**config.mk**
```make
export PLATFORM = sky130hd
export DESIGN_NAME = nibble_stream_reader
export DESIGN_NICKNAME = d
export VERILOG_FILES = /design/src/rtl/nibble_stream_reader_pkg.sv /design/src/rtl/nibble_stream_reader_skid_fifo.sv /design/src/rtl/nibble_stream_reader.sv
export SDC_FILE = /design/constraint.sdc
export NUM_CORES = 1
export LEC_CHECK = 0
export CORE_MARGIN = 2
export CORE_UTILIZATION = 42
export DETAILED_ROUTE_END_ITERATION = 8
export DONT_BUFFER_PORTS = 1
export SLEW_MARGIN = 10
export SYNTH_ARGS = -nofsm -noshare
export SYNTH_HDL_FRONTEND = slang
export SYNTH_HIERARCHICAL = 1
export SYNTH_SLANG_ARGS = --single-unit
```
**constraint.sdc**
```tcl
create_clock -name clk -period 5.2 [get_ports clk]
set_input_delay 0.52 -clock clk [delete_from_list [all_inputs] [get_ports clk]]
set_output_delay 0.52 -clock clk [all_outputs]
set_load 0.02 [all_outputs]
```
**src/rtl/nibble_stream_reader_pkg.sv**
```systemverilog
`default_nettype none
// ============================================================================
// nibble_stream_reader_pkg
//   Shared definitions for the nibble stream reader: sequencer state
//   encoding and output FIFO sizing / read-credit constants.
//   Revision: 1.0 - initial release
// ============================================================================
package nibble_stream_reader_pkg;

  typedef enum logic [1:0] {
    ST_IDLE   = 2'd0,
    ST_RUN    = 2'd1,
    ST_FINISH = 2'd2
  } state_t;

  // Output FIFO depth; also the total number of read credits.
  localparam int FIFO_DEPTH = 4;
  localparam int FIFO_CNT_W = $clog2(FIFO_DEPTH + 1);

  // Credit limit expressed at the width of (occupancy + in-flight reads).
  localparam logic [FIFO_CNT_W:0] FIFO_CREDIT = (FIFO_CNT_W + 1)'(FIFO_DEPTH);

endpackage
`default_nettype wire

```
**src/rtl/nibble_stream_reader_skid_fifo.sv**
```systemverilog
`default_nettype none
// ============================================================================
// nibble_skid_fifo
//   Small synchronous FIFO carrying a data word plus a last flag.
//   Ports:
//     clk, reset           clock / synchronous active-high reset
//     clear                synchronous flush (pointers and occupancy)
//     push, push_data,     write strobe, data word and last flag
//     push_last
//     pop                  read strobe (only when head_valid)
//     head_data, head_last current head entry
//     head_valid           FIFO not empty
//     count                current occupancy
//   Revision: 1.0 - initial release
// ============================================================================
module nibble_skid_fifo #(
  parameter int WIDTH = 4,
  parameter int DEPTH = 4
) (
  input  logic                         clk,
  input  logic                         reset,
  input  logic                         clear,
  input  logic                         push,
  input  logic [WIDTH-1:0]             push_data,
  input  logic                         push_last,
  input  logic                         pop,
  output logic [WIDTH-1:0]             head_data,
  output logic                         head_last,
  output logic                         head_valid,
  output logic [$clog2(DEPTH+1)-1:0]   count
);

  localparam int PTR_W = $clog2(DEPTH);
  localparam int CNT_W = $clog2(DEPTH + 1);
  localparam logic [PTR_W-1:0] PTR_ONE = PTR_W'(1);
  localparam logic [CNT_W-1:0] CNT_ONE = CNT_W'(1);

  // Each entry is {last, data}.
  logic [WIDTH:0]   mem [DEPTH];
  logic [PTR_W-1:0] wr_ptr;
  logic [PTR_W-1:0] rd_ptr;

  always_ff @(posedge clk) begin
    if (reset || clear) begin
      wr_ptr <= '0;
      rd_ptr <= '0;
      count  <= '0;
    end else begin
      if (push) wr_ptr <= wr_ptr + PTR_ONE;
      if (pop)  rd_ptr <= rd_ptr + PTR_ONE;
      case ({push, pop})
        2'b10:   count <= count + CNT_ONE;
        2'b01:   count <= count - CNT_ONE;
        default: count <= count;
      endcase
    end
  end

  // Storage is zeroed on reset so the head data reads 0 out of reset.
  always_ff @(posedge clk) begin
    if (reset) begin
      for (int i = 0; i < DEPTH; i++) mem[i] <= '0;
    end else if (push && !clear) begin
      mem[wr_ptr] <= {push_last, push_data};
    end
  end

  assign head_valid = (count != '0);
  assign head_data  = mem[rd_ptr][WIDTH-1:0];
  assign head_last  = mem[rd_ptr][WIDTH] & head_valid;

endmodule
`default_nettype wire

```
**src/rtl/nibble_stream_reader.sv**
```systemverilog
`default_nettype none
// ============================================================================
// nibble_stream_reader
//   Read-side sequencer for the wide-write/narrow-read frame buffer. Walks a
//   contiguous (wrapping) span of narrow addresses, absorbs the one-cycle RAM
//   read latency and presents the nibbles as a valid/ready stream with last.
//   Ports:
//     clk, reset                 clock / synchronous active-high reset
//     start, base_addr, length   transfer command (sampled while idle)
//     abort                      synchronous cancel
//     busy, done                 transfer status
//     ram_en, ram_addr, ram_data RAM read port (1-cycle latency)
//     out_data, out_valid,       output stream
//     out_ready, out_last
//   Revision: 1.0 - initial release
// ============================================================================
module nibble_stream_reader
  import nibble_stream_reader_pkg::*;
#(
  parameter int WIDTH     = 4,
  parameter int ADDRWIDTH = 10,
  parameter int LENWIDTH  = 11
) (
  input  logic                 clk,
  input  logic                 reset,
  input  logic                 start,
  input  logic [ADDRWIDTH-1:0] base_addr,
  input  logic [LENWIDTH-1:0]  length,
  input  logic                 abort,
  output logic                 busy,
  output logic                 done,
  output logic                 ram_en,
  output logic [ADDRWIDTH-1:0] ram_addr,
  input  logic [WIDTH-1:0]     ram_data,
  output logic [WIDTH-1:0]     out_data,
  output logic                 out_valid,
  input  logic                 out_ready,
  output logic                 out_last
);

  localparam logic [LENWIDTH-1:0]  LEN_ONE  = LENWIDTH'(1);
  localparam logic [ADDRWIDTH-1:0] ADDR_ONE = ADDRWIDTH'(1);

  state_t                state;
  logic [LENWIDTH-1:0]   remaining;   // reads still to issue
  logic                  ram_last;    // last flag of the read on the bus
  logic                  rd_pend;     // ram_data valid this cycle
  logic                  rd_last;     // last flag travelling with ram_data
  logic [FIFO_CNT_W-1:0] fifo_count;
  logic [FIFO_CNT_W:0]   inflight;
  logic                  issue;
  logic                  pop;
  logic                  head_last;

  // Credits count FIFO entries plus both pipeline stages (read on the bus and
  // data returning). Pops are ignored, which keeps ram_en free of any path
  // from out_ready while still allowing one read per cycle in steady state.
  assign inflight = {1'b0, fifo_count}
                  + {{FIFO_CNT_W{1'b0}}, ram_en}
                  + {{FIFO_CNT_W{1'b0}}, rd_pend};
  assign issue    = (state == ST_RUN) && (remaining != '0) && (inflight < FIFO_CREDIT);
  assign pop      = out_valid && out_ready;
  assign out_last = head_last;

  always_ff @(posedge clk) begin
    if (reset) begin
      state     <= ST_IDLE;
      busy      <= 1'b0;
      done      <= 1'b0;
      ram_en    <= 1'b0;
      ram_addr  <= '0;
      ram_last  <= 1'b0;
      rd_pend   <= 1'b0;
      rd_last   <= 1'b0;
      remaining <= '0;
    end else begin
      rd_pend <= ram_en;
      rd_last <= ram_last;
      done    <= 1'b0;
      if (abort) begin
        state   <= ST_IDLE;
        busy    <= 1'b0;
        ram_en  <= 1'b0;
        rd_pend <= 1'b0;   // discard the return of any read on the bus
      end else begin
        case (state)
          ST_IDLE: begin
            if (start) begin
              busy <= 1'b1;
              if (length == '0) begin
                state <= ST_FINISH;
              end else begin
                // First read goes out straight from the accepting edge.
                state     <= ST_RUN;
                ram_en    <= 1'b1;
                ram_addr  <= base_addr;
                ram_last  <= (length == LEN_ONE);
                remaining <= length - LEN_ONE;
              end
            end
          end
          ST_RUN: begin
            if (issue) begin
              ram_en    <= 1'b1;
              ram_addr  <= ram_addr + ADDR_ONE;
              ram_last  <= (remaining == LEN_ONE);
              remaining <= remaining - LEN_ONE;
            end else begin
              ram_en <= 1'b0;
            end
            if (pop && head_last) begin
              state <= ST_FINISH;
              done  <= 1'b1;
            end
          end
          ST_FINISH: begin
            // Entered with done=1 after a normal transfer (pulse ends here),
            // or with done=0 for a zero-length command (pulse starts here).
            done  <= ~done;
            busy  <= 1'b0;
            state <= ST_IDLE;
          end
          default: state <= ST_IDLE;
        endcase
      end
    end
  end

  nibble_skid_fifo #(
    .WIDTH (WIDTH),
    .DEPTH (FIFO_DEPTH)
  ) u_fifo (
    .clk        (clk),
    .reset      (reset),
    .clear      (abort),
    .push       (rd_pend),
    .push_data  (ram_data),
    .push_last  (rd_last),
    .pop        (pop),
    .head_data  (out_data),
    .head_last  (head_last),
    .head_valid (out_valid),
    .count      (fifo_count)
  );

endmodule
`default_nettype wire

```
* Word-level counts from Yosys, hierarchy flattened *
Memory sizes are Yosys's and may differ from the RTL's. A register that Yosys moved wholly into a read port is not among the register bits.
Cells that the tools add are included.

word-level totals
  register bits = 36
  bits in writable memories = 20
  input port bits = 30
  output and inout bits = 19
  logic and storage cells = 91
  memories kept = 1

cells by class
  add/sub/neg operators = 9
  order comparisons = 1
  eq/ne operators = 10
  muxes and demuxes = 35
  bitwise operators = 3
  reduce and logical (&&, ||, !) cells = 20

memories
  memory      words  bits a word  read ports  clocked after Yosys merged registers in  wr ports  RTL line                              source
  u_fifo.mem  4      5            1           1                                        4         nibble_stream_reader_skid_fifo.sv:39  logic [WIDTH:0] mem [DEPTH];

operators with widths
  cell                                                 number
  two-way mux 11 bit                                   3
  two-way mux 10 bit                                   3
  == test 11 x 1 -> 1 bit (second input constant)      2
  one-hot mux 11 bit (2 select lines)                  1
  subtractor 11 x 1 -> 11 bit (second input constant)  2
  one-hot mux 10 bit (2 select lines)                  1
  two-way mux 1 bit                                    14
  two-way mux 2 bit                                    6
  logical NOT 11 bit                                   1
  nonzero test 11 bit                                  1
  adder 10 x 1 -> 10 bit (second input constant)       1
  one-hot mux 1 bit (2 select lines)                   4
  != test 2 bit (second input constant)                3
  one-hot mux 3 bit (2 select lines)                   1
  nonzero test 2 bit                                   3
  logical AND 1 bit                                    5
  two-way mux 5 bit                                    1
  AND reduction 5 bit                                  1
  OR reduction 5 bit                                   1
  adder 2 x 1 -> 2 bit (second input constant)         2
  adder 3 x 1 -> 4 bit                                 1
  adder 4 x 1 -> 4 bit                                 1
  == test 2 x 1 -> 1 bit (second input constant)       2
  == test 2 bit (second input constant)                2
  14 further kinds                                     16

* Depth between registers and ports, before layout *
Gate-level depths: netlist of the first run.

  depth after elaboration = 7
  depth in mapped cells = 9
  mapped depth without buffers = 8

* By module *
Netlist of the first run, hierarchy kept.

modules (own cells, without submodules)
  module                times used  cells each  area an instance (um^2)  seq. area each (um^2)
  nibble_stream_reader  1           252         1979.4                   580.6
  nibble_skid_fifo      1           95          1327.5                   780.7

* Least setup slack after synthesis of the first run *
OpenSTA, ideal clock, no wires.

  kind = input-to-reg
  from = input port length[7]
  to = register remaining[10]
  library setup time = 0.115 ns
  data arrival time = 2.026 ns
  data required time = 5.085 ns
  slack = 3.059 ns
  stages on the path = 6
  buffers on the path = 2
  path through = or4_4 > o31a_1 > and3b_1 > buf_6 > buf_8 > a31o_1

on the way
  word-level cells in the longest chain between the ends = 4
  elaborated cells on any way between the ends = 7
  those cells by class = add/sub: 1; eq/ne: 1; mux: 3; reduce/logical: 2

RTL lines
  what                                 RTL line                     source
  start: declaration                   nibble_stream_reader.sv:28   input logic [LENWIDTH-1:0] length,
  subtractor 11 x 1 -> 11 bit          nibble_stream_reader.sv:98   remaining <= length - LEN_ONE;
  two-way mux 11 bit                   nibble_stream_reader.sv:90   if (length == '0) begin
  two-way mux 11 bit                   nibble_stream_reader.sv:88   if (start) begin
  one-hot mux 11 bit (2 select lines)  nibble_stream_reader.sv:86   case (state)
  end signal: assignment               nibble_stream_reader.sv:98
  end signal: assignment               nibble_stream_reader.sv:107  remaining <= remaining - LEN_ONE;
  end: declaration                     nibble_stream_reader.sv:45   logic [LENWIDTH-1:0] remaining;

Parallel ways exist; a longest one is shown, timed or not. The select of a mux whose other input is x is not followed.
A chain may end at the register's enable or synchronous reset.

* Worst setup path after layout of the first run *
  from = register state[1]
  to = register ram_addr[6]

on the way
  word-level cells in the longest chain between the ends = 5
  elaborated cells on any way between the ends = 10
  those cells by class = eq/ne: 4; mux: 1; reduce/logical: 5

RTL lines
  what                                  RTL line                                                source
  start: declaration                    nibble_stream_reader.sv:44                              state_t state;
  start signal: assignment              nibble_stream_reader.sv:67                              state <= ST_IDLE;
  start signal: assignment              nibble_stream_reader.sv:81                              state <= ST_IDLE;
  start signal: assignment              nibble_stream_reader.sv:91                              state <= ST_FINISH;
  == test 2 x 1 -> 1 bit                nibble_stream_reader.sv:61, nibble_stream_reader.sv:86
  logical AND 1 bit (2 in series)       nibble_stream_reader.sv:61                              assign issue = (state == ST_RUN) && (remaining != '0) && (inflight < FIFO_CREDIT);
  != test 2 bit (no source line)        n/a
  AND reduction 5 bit (no source line)  n/a
  end signal: assignment                nibble_stream_reader.sv:96                              ram_addr <= base_addr;
  end signal: assignment                nibble_stream_reader.sv:105                             ram_addr <= ram_addr + ADDR_ONE;
  end: declaration                      nibble_stream_reader.sv:33                              output logic [ADDRWIDTH-1:0] ram_addr,

Parallel ways exist; a longest one is shown, timed or not.

==> results of run 1 <==
-- cell families after synthesis --
kind of cell / synth area share
fa+ha+maj: 0.0515
buf+inv: 0.0477
compound gates: 0.170
flops: 0.412
mux: 0.0496
xor+xnor: 0.0371
simple gates: 0.232
-- state kept, by name (all words and copies together) (netlist names), named ones only --
signal / flops
u_fifo/rd_ptr: 2
done: 1
u_fifo/mem: 20
busy: 1
remaining: 11
ram_en: 1
rd_pend: 1
u_fifo/wr_ptr: 2
ram_last: 1
ram_addr: 10
state: 2
rd_last: 1
u_fifo/count: 3
-- report_power, final --
part	switching (mW)	internal [mW]
Sequential	0.0239	0.487
Combinational	0.0674	0.0453
Clock	0.181	0.218
-- routing by layer --
layer	up-vias	routed length, um	GRT usage
li1	1262	-	-
met1	1178	3160	0.202
met2	31	3660	0.322
met3	8	299	0.0651
met4	0	73	0.0441
met5	-	0	0
-- final cells by class --
class	count	area (um^2)
inverters	16	60.1
repair buffers	2	15.0
well taps	102	128
multi-input cells	257	1790
clock inverters	6	58.8
flip-flops and latches	58	1360
fillers	783	4150
clock buffers	10	128
-- synth_stat cells, types with 2 or more instances --
| master | count |
|---|---|
| dfxtp_1 | 38 |
| nand2_1 | 32 |
| a21oi_1 | 28 |
| nor2_1 | 24 |
| edfxtp_1 | 20 |
| inv_1 | 15 |
| and2_1 | 14 |
| nor3_1 | 14 |
| o21ai_0 | 13 |
| ha_1 | 12 |
| clkbuf_1 | 9 |
| nand3_1 | 8 |
| o32ai_1 | 8 |
| xnor2_1 | 8 |
| xor2_1 | 6 |
| mux4_2 | 5 |
| o21a_1 | 5 |
| and2_2 | 4 |
| and3_1 | 4 |
| and3_2 | 4 |
| mux2i_1 | 4 |
| nor2b_1 | 4 |
| a21boi_0 | 3 |
| buf_6 | 3 |
| nand4_1 | 3 |
| nor4_1 | 3 |
| o211ai_1 | 3 |
| o31a_1 | 3 |
| or2_2 | 3 |
| or3_1 | 3 |
| or4_1 | 3 |
| a211oi_2 | 2 |
| a31oi_1 | 2 |
| buf_2 | 2 |
| nand2b_1 | 2 |
| nand3b_1 | 2 |
| nor4_4 | 2 |
| o211a_1 | 2 |
| o21bai_1 | 2 |
| o31ai_1 | 2 |
-- worst min-delay path by stage --
stage	startpoint	end	slack (ns)	cells after the start
final	abort	busy$_SDFFE_PP0P_	0.25	1
after global routing	reset	ram_addr[6]$_SDFFE_PP0P_	0.23	1
after CTS	abort	busy$_SDFFE_PP0P_	0.24	1
after detailed placement	ram_last$_SDFFE_PP0P_	rd_last$_SDFF_PP0_	0.45	1
after global placement	ram_last$_SDFFE_PP0P_	rd_last$_SDFF_PP0_	0.45	1
after floorplan	ram_last$_SDFFE_PP0P_	rd_last$_SDFF_PP0_	0.44	1
-- through the flow --
step                      power (mW)  hold WS, ns  setup slack, ns  area (um^2)
after floorplan                0.615        0.439             3.06         3310
after global placement         0.633        0.453             2.65         3350
after detailed placement       0.635        0.454             2.55         3350
after CTS                       1.03        0.236             2.54         3540
after global routing            1.07        0.231             2.23         3540
final                           1.02        0.254             2.53         3540
-- worst max-delay path: cells and delay by family (launching register included) --
| family | cells | cell delay, ns |
|---|---|---|
| and+or+nand+nor | 2 | 1.11 |
| buffers and inverters | 2 | 0.40 |
| AOI/OAI and AO/OA | 3 | 0.61 |
| DFF | 1 | 0.31 |
| adders and majority gates | 1 | 0.15 |
==> flow_metrics.py, run 1 <==
metrics = {
    "yosys": {
        "synth_seq_cells": 58,
        "synthesis.area_mm2": 0.00331,
        "syn_nets": 390,
        "ys_warn_count": 6,
        "syn_inst": 347,
        "synthArstFlopShare": 0,
        "synth_top_area_cell": "dfxtp_1",
        "ys_seq_area_frac": 0.412,
        "synth_cell_types": 63,
        "synthTopCellsByArea": "dfxtp_1 (23%), edfxtp_1 (18%), ha_1 (4.5%), a21oi_1 (4.2%), nand2_1 (3.6%)",
        "avgSynthCellArea_um2": 9.53,
        "synth_edf_count": 20,
        "synth_top_area_share": 0.230,
        "ys.flop_type": "dfxtp_1",
    },
    "global_routing": {
        "antenna_found_initial": 0,
        "grt_start_max_net_pins": 33,
        "track_usage": 0.179,
        "first_global_vias": 2532,
        "grt-ovfl-total": 0,
        "grt_pass1_wl_mm": 12.0,
    },
    "floorplan": {
        "initial_core_util": 0.430,
        "dieArea_mm2": 0.00860,
        "row_count": 32,
        "io_pins": 49,
        "die-height_um": 92.7,
        "die_x_um": 92.7,
        "core_mm2": 0.00769,
    },
    "finish": {
        "final_util": 0.460,
        "nNetsFinal": 387,
        "layout.cells.non_filler": 451,
        "drive_above_1_share": 0.123,
        "final_cell_mix": "dfxtp_1 (38), nand2_1 (32), a21oi_1 (28)",
        "area_delta_synth_final_pct": 7.00,
        "final_common_cell": "dfxtp_1",
        "antenna_cells": 0,
    },
    "placement": {
        "place_inst": 435,
        "port_buffers": 0,
        "place_hpwl_mm": 5.22,
        "place.gp.congestion": 0.838,
    },
    "setup_path": {
        "crit_start": "state[1]$_SDFFE_PP0P_",
        "cpPeakStageDelay_ns": 0.68,
        "rr_startpoint": "state[1]$_SDFFE_PP0P_",
        "cp.arrival_ns": 2.94,
        "critPathLaunchType": "flip-flop",
        "r2r_slack_ns": 2.53,
        "r2r_cells": 8,
        "cp_slowest_cell": "nand3b_1",
        "rr_endpoint": "ram_addr[6]$_SDFFE_PP0P_",
        "required_ns": 5.48,
        "cp_max_fo": 32,
        "end_kind": "flip-flop",
        "critPathKind": "flip-flop to flip-flop",
        "path_cells": "inv_1, ha_1, buf_4, nor4b_1, a41oi_1, nand3b_1, o21ai_0, a21oi_1",
        "crit_path_end": "ram_addr[6]$_SDFFE_PP0P_",
    },
    "drt": {
        "drt-initial-drc-count": 92,
        "post-route-drc-count": 0,
        "wl_per_cell_um": 16.0,
        "num_vias": 2479,
        "wl_mm": 7.20,
        "ant_nets": 0,
        "avgViaCountPerCell": 5.50,
        "drt-pass1-iter-count": 4,
    },
    "sta": {
        "tightest_slew_ns": 0.822,
        "max_freq_ghz": 0.375,
        "tns_ns": 0,
        "post-route-period-util": 0.513,
        "setup_violations": 0,
        "slew-limit-headroom": 0.450,
        "finalClockSkew_ns": 0.00836,
        "hold_viol": 0,
        "slew_violations": 0,
        "fin_crit_ns": 2.67,
        "rsz0062_at_grt": "no",
    },
    "clock_tree": {
        "post_cts_buffers": 0,
        "cts_buffers": 9,
        "htreeDepth": 3,
        "clock-root-buffer": "clkbuf_8",
        "clock_sinks": 58,
        "tritoncts": "built",
        "ctsHoldBuffers": 0,
        "path_clk_slew_ns": 0.07,
        "clock_latency_ns": 0.34,
        "clock_path_buffers": 2,
        "ctsResizeCount": 0,
    },
    "status": {
        "status": "completed",
    },
    "power": {
        "power_leakage_nw": 1.22,
        "ir_drop_v": 0.000168,
        "power_density_mw_per_mm2": 289,
    },
    "worst_hold_path": {
        "hold_path.class": "input port to flip-flop",
    },
    "run": {
        "drv_cap": 0,
    },
}
Power figures use the tool's default switching activity.
==> run 2: changes to the inputs <==
Clock period 5.2 ns to 2.4 ns, I/O delays scaled along.
==> flow_metrics.py, run 2 (synthesis gave the netlist of run 1 again) <==
metrics = {
    "power": {
        "power_density_mw_per_mm2": 679,
        "power_frac_seq": 0.438,
        "power.share.combinational": 0.111,
        "p_int_mw": 1.87,
        "swShare": 0.260,
        "power_leakage_nw": 1.33,
        "switchingPower_uw": 658,
        "ir_drop_v": 0.000381,
        "power_frac_clock": 0.452,
    },
    "global_routing": {
        "grt_pass1_wl_mm": 12.7,
        "antenna_found_initial": 0,
        "track_usage": 0.190,
        "grt_start_max_net_pins": 19,
        "grt-ovfl-total": 0,
        "first_global_vias": 2595,
    },
    "status": {
        "status": "completed",
    },
    "sta": {
        "slew_violations": 0,
        "fin_crit_ns": 2.11,
        "tns_ns": 0,
        "max_freq_ghz": 0.474,
        "finalClockSkew_ns": 0.00555,
        "rsz0062_at_grt": "no",
        "post-route-period-util": 0.878,
        "slew-limit-headroom": 0.421,
        "tightest_slew_ns": 0.865,
        "hold_viol": 0,
        "final.setup.worst_slack_ns": 0.292,
        "setup_violations": 0,
    },
    "drt": {
        "avgViaCountPerCell": 5.66,
        "drt-initial-drc-count": 86,
        "wl_mm": 7.84,
        "drt-pass1-iter-count": 5,
        "wl_per_cell_um": 16.8,
        "post-route-drc-count": 0,
        "ant_nets": 0,
        "num_vias": 2639,
    },
    "floorplan": {
        "die-height_um": 92.7,
        "initial_core_util": 0.430,
        "die_x_um": 92.7,
        "core_mm2": 0.00769,
        "row_count": 32,
        "io_pins": 49,
        "dieArea_mm2": 0.00860,
    },
    "finish": {
        "antenna_cells": 0,
        "drive_above_1_share": 0.154,
        "final_cell_mix": "dfxtp_1 (38), nand2_1 (32), a21oi_1 (28)",
        "area_delta_synth_final_pct": 12.7,
        "reg.largest.list": "u_fifo/mem: 20 flops, remaining: 11 flops, ram_addr: 10 flops",
        "final_common_cell": "dfxtp_1",
        "multiInputGateArea_mm2": 0.00179,
        "seqCellArea_mm2": 0.00136,
        "largest_reg_flops": 20,
        "nNetsFinal": 402,
        "largest-register": "u_fifo/mem",
        "fillCellCount": 741,
    },
    "setup_path": {
        "critical-path-top-delay-family": "compound AO/OA/AOI/OAI gates",
        "cp_common_cell": "buf_4",
        "cpPeakStageDelay_ns": 0.38,
        "cp_max_fo": 17,
        "path_cells": "inv_1, ha_1, mux2_2, o31a_1, buf_4, nand3b_1, buf_4, a211o_1, a21oi_1",
        "critPathKind": "flip-flop to flip-flop",
        "cp_slowest_cell": "dfxtp_1",
        "crit_buf_inv": 3,
        "cp.arrival_ns": 2.37,
        "end_kind": "flip-flop",
        "critPathLaunchType": "flip-flop",
        "required_ns": 2.66,
    },
    "placement": {
        "place_ws_ns": 0.0647,
        "place_hpwl_mm": 5.47,
        "port_buffers": 0,
        "place.gp.congestion": 0.841,
    },
    "clock_tree": {
        "clock_latency_ns": 0.34,
        "clock_path_buffers": 2,
        "tritoncts": "built",
        "cts_buffers": 9,
        "htreeDepth": 3,
        "clock-root-buffer": "clkbuf_8",
        "path_clk_slew_ns": 0.07,
        "clock_sinks": 58,
    },
    "worst_hold_path": {
        "hold_path.class": "input port to flip-flop",
    },
    "run": {
        "drv_cap": 0,
    },
}
run 2: changes by cell type in the layout (fill, tap and decap cells not counted), sizes merged:
cell / delta
buf: +10
dlygate4sd3: +5
bufinv: +2
clkinvlp: -2
inv: +2
clkbuf: -1
clkinv: -1
run 2: path summary, 6_finish.rpt:
path                         startpoint                         to  slack, ns  cells after the start
setup / recovery  state[0]$_SDFFE_PP0P_  remaining[6]$_SDFFE_PP0P_       0.29                      9
hold / removal                    reset   ram_addr[7]$_SDFFE_PP0P_       0.01                      1
setup reg to reg  state[0]$_SDFFE_PP0P_  remaining[6]$_SDFFE_PP0P_       0.29                      9
hold reg to reg   ram_last$_SDFFE_PP0P_         rd_last$_SDFF_PP0_       0.48                      1
run 2: power by group through the flow:
stage	registers, mW	logic [mW]	clock network [mW]
floorplan	1.12	0.216	0
global placement	1.13	0.261	0
detailed placement	1.13	0.265	0
CTS	1.11	0.277	1.17
global route	1.11	0.312	1.21
finish	1.11	0.280	1.14
run 2: per-layer routing:
metal,share of wire,track usage,wire [um],vias up
met2,0.50,0.334,3900,73
met3,0.053,0.0610,414,14
met5,0,0,0,-
li1,-,-,-,1289
met4,0.021,0.0711,161,0
met1,0.43,0.214,3360,1263
run 2: cell type report:
type,instances,area share
clock buffer,9,0.0332
clock inverter,7,0.0336
inverter,16,0.0161
multi-input combinational,257,0.480
sequential,58,0.365
tap,102,0.0342
timing repair buffer,17,0.0376
run 2: stage by stage:
step / cell area [um^2] / cells / hold slack [ns] / util / power, mW
2_1_floorplan: 3310 / 347 / 0.319 / - / 1.33
3_3_place_gp: 3430 / 445 / 0.315 / 0.446 / 1.39
3_5_place_dp: 3430 / 445 / 0.318 / 0.446 / 1.39
4_1_cts: 3710 / 464 / 0.000526 / 0.482 / 2.55
5_1_grt: 3730 / 466 / -0.0000411 / 0.485 / 2.64
6_report: 3730 / 466 / 0.0131 / 0.485 / 2.53
run 2: timing repair:
action | CTS | global route
hold endpoints to repair | 17 | 1
setup buffers | 0 | 0
resized for setup | 0 | 1
hold buffers | 3 | 2
setup endpoints to repair | 0 | 13
==> run 3: changes to the inputs <==
Settings changed: CORE_UTILIZATION 42 to 60, PLACE_DENSITY from default to 0.76.
Clock period 2.4 ns to 2 ns, I/O delays scaled along.
==> flow_metrics.py, run 3 (synthesis gave the netlist of run 1 again) <==
metrics = {
    "drt": {
        "num_vias": 2735,
        "drt-initial-drc-count": 94,
        "avgViaCountPerCell": 5.98,
        "post-route-drc-count": 0,
        "ant_nets": 0,
        "drt-pass1-iter-count": 4,
        "wl_per_cell_um": 17.1,
        "wl_mm": 7.82,
    },
    "clock_tree": {
        "htreeDepth": 3,
        "cts_buffers": 9,
        "clock_sinks": 58,
        "clock_path_buffers": 2,
        "clock_latency_ns": 0.36,
        "clock-root-buffer": "clkbuf_8",
        "path_clk_slew_ns": 0.07,
        "tritoncts": "built",
    },
    "placement": {
        "place.gp.congestion": 0.843,
        "place_hpwl_mm": 5.41,
        "port_buffers": 0,
        "place_inst": 436,
    },
    "sta": {
        "slew_violations": 0,
        "max_freq_ghz": 0.510,
        "setup_violations": 0,
        "tightest_slew_ns": 1.10,
        "post-route-period-util": 0.981,
        "holdWs_ns": 0.0181,
        "hold_viol": 0,
        "fin_crit_ns": 1.96,
        "finalClockSkew_ns": 0.00912,
        "slew-limit-headroom": 0.263,
    },
    "setup_path": {
        "critPathLaunchType": "flip-flop",
        "cp.arrival_ns": 2.23,
        "critPathKind": "flip-flop to flip-flop",
        "required_ns": 2.27,
        "rr_startpoint": "u_fifo/count[0]$_SDFFE_PP0P_",
        "cp_max_fo": 5,
        "r2r_cells": 7,
        "rr_endpoint": "remaining[6]$_SDFFE_PP0P_",
        "r2r_slack_ns": 0.04,
        "end_kind": "flip-flop",
    },
    "finish": {
        "antenna_cells": 0,
        "final_common_cell": "dfxtp_1",
        "layout.cells.non_filler": 457,
        "seqCellArea_mm2": 0.00137,
        "multiInputGateArea_mm2": 0.00185,
        "largest_reg_flops": 20,
        "area_delta_synth_final_pct": 17.3,
        "fillCellCount": 404,
        "nNetsFinal": 423,
        "final_cell_mix": "dfxtp_1 (36), nand2_1 (32), buf_4 (32)",
        "drive_above_1_share": 0.249,
        "reg.largest.list": "u_fifo/mem: 20 flops, remaining: 11 flops, ram_addr: 10 flops",
        "largest-register": "u_fifo/mem",
    },
    "global_routing": {
        "first_global_vias": 2654,
        "grt_pass1_wl_mm": 12.6,
        "grt-ovfl-total": 0,
        "track_usage": 0.266,
        "grt_start_max_net_pins": 32,
        "antenna_found_initial": 0,
    },
    "floorplan": {
        "initial_core_util": 0.612,
        "die_x_um": 78.2,
        "io_pins": 49,
        "row_count": 27,
        "core_mm2": 0.00541,
        "die-height_um": 78.2,
        "dieArea_mm2": 0.00612,
    },
    "worst_hold_path": {
        "hold_path.class": "input port to flip-flop",
        "worstHoldPathCells": 2,
        "hp-start": "start",
        "min_to": "state[0]$_SDFFE_PP0P_",
    },
    "power": {
        "ir_drop_v": 0.000492,
        "finalPower_mw": 2.83,
        "power_leakage_nw": 1.42,
        "power_density_mw_per_mm2": 728,
    },
    "run": {
        "drv_cap": 0,
    },
    "status": {
        "status": "completed",
    },
}
==> run 3: area by class of cell <==
cell class | count | area share
Clock buffer | 9 | 0.0319
Tap cell | 72 | 0.0232
Multi-Input combinational cell | 257 | 0.476
Inverter | 16 | 0.0155
Timing Repair Buffer | 38 | 0.0809
Sequential cell | 58 | 0.352
Clock inverter | 7 | 0.0200
==> run 3: metal layers <==
metal / GRT usage / vias up / part of all wire
li1: - / 1334 / -
met1: 0.311 / 1317 / 0.41
met2: 0.458 / 69 / 0.52
met3: 0.0575 / 15 / 0.047
met4: 0.139 / 0 / 0.023
met5: 0 / - / 0
==> run 3: worst max path at each step <==
stage / startpoint / end / slack, ns / cells after the start
6_report: u_fifo/count[0]$_SDFFE_PP0P_ / remaining[6]$_SDFFE_PP0P_ / 0.04 / 7
5_1_grt: u_fifo/count[0]$_SDFFE_PP0P_ / remaining[6]$_SDFFE_PP0P_ / -0.04 / 7
4_1_cts: u_fifo/count[0]$_SDFFE_PP0P_ / u_fifo/count[2]$_SDFFE_PP0P_ / 0.01 / 8
3_5_place_dp: u_fifo/count[0]$_SDFFE_PP0P_ / u_fifo/count[2]$_SDFFE_PP0P_ / 0.0004 / 8
3_3_place_gp: u_fifo/count[0]$_SDFFE_PP0P_ / u_fifo/count[2]$_SDFFE_PP0P_ / 0.12 / 8
2_1_floorplan: u_fifo/count[0]$_SDFFE_PP0P_ / u_fifo/count[2]$_SDFFE_PP0P_ / 0.04 / 8
==> run 3: timing repair <==
| action | in CTS | in global routing |
|---|---|---|
| endpoints found under the hold margin | 24 | 0 |
| gates resized for setup | 1 | 26 |
| pin swaps | 0 | 6 |
| setup buffers | 0 | 2 |
| gates cloned | 0 | 1 |
| setup endpoints to repair | 1 | 22 |
| hold buffers | 2 | 0 |
==> run 3: report_power, final <==
part	internal [mW]	switching [mW]
registers	1.26	0.0450
clock network	0.582	0.525
logic	0.178	0.231
==> run 3: per-stage QoR <==
step	area [um^2]	TNS, ns	setup WS [ns]	util
6_report	3880	0	0.0377	0.718
5_1_grt	3880	-0.143	-0.0388	0.718
4_1_cts	3790	0	0.0120	0.701
3_5_place_dp	3560	0	0.000360	0.659
3_3_place_gp	3560	0	0.118	0.659
2_1_floorplan	3310	0	0.0450	-
==> run 3: critical path: stages (launching register included) <==
cell      delay, ns
dfxtp_4        0.36
ha_1           0.29
a211oi_2       0.28
nor3_2         0.09
nand3b_1       0.30
buf_6          0.21
a211o_1        0.21
a21oi_1        0.13
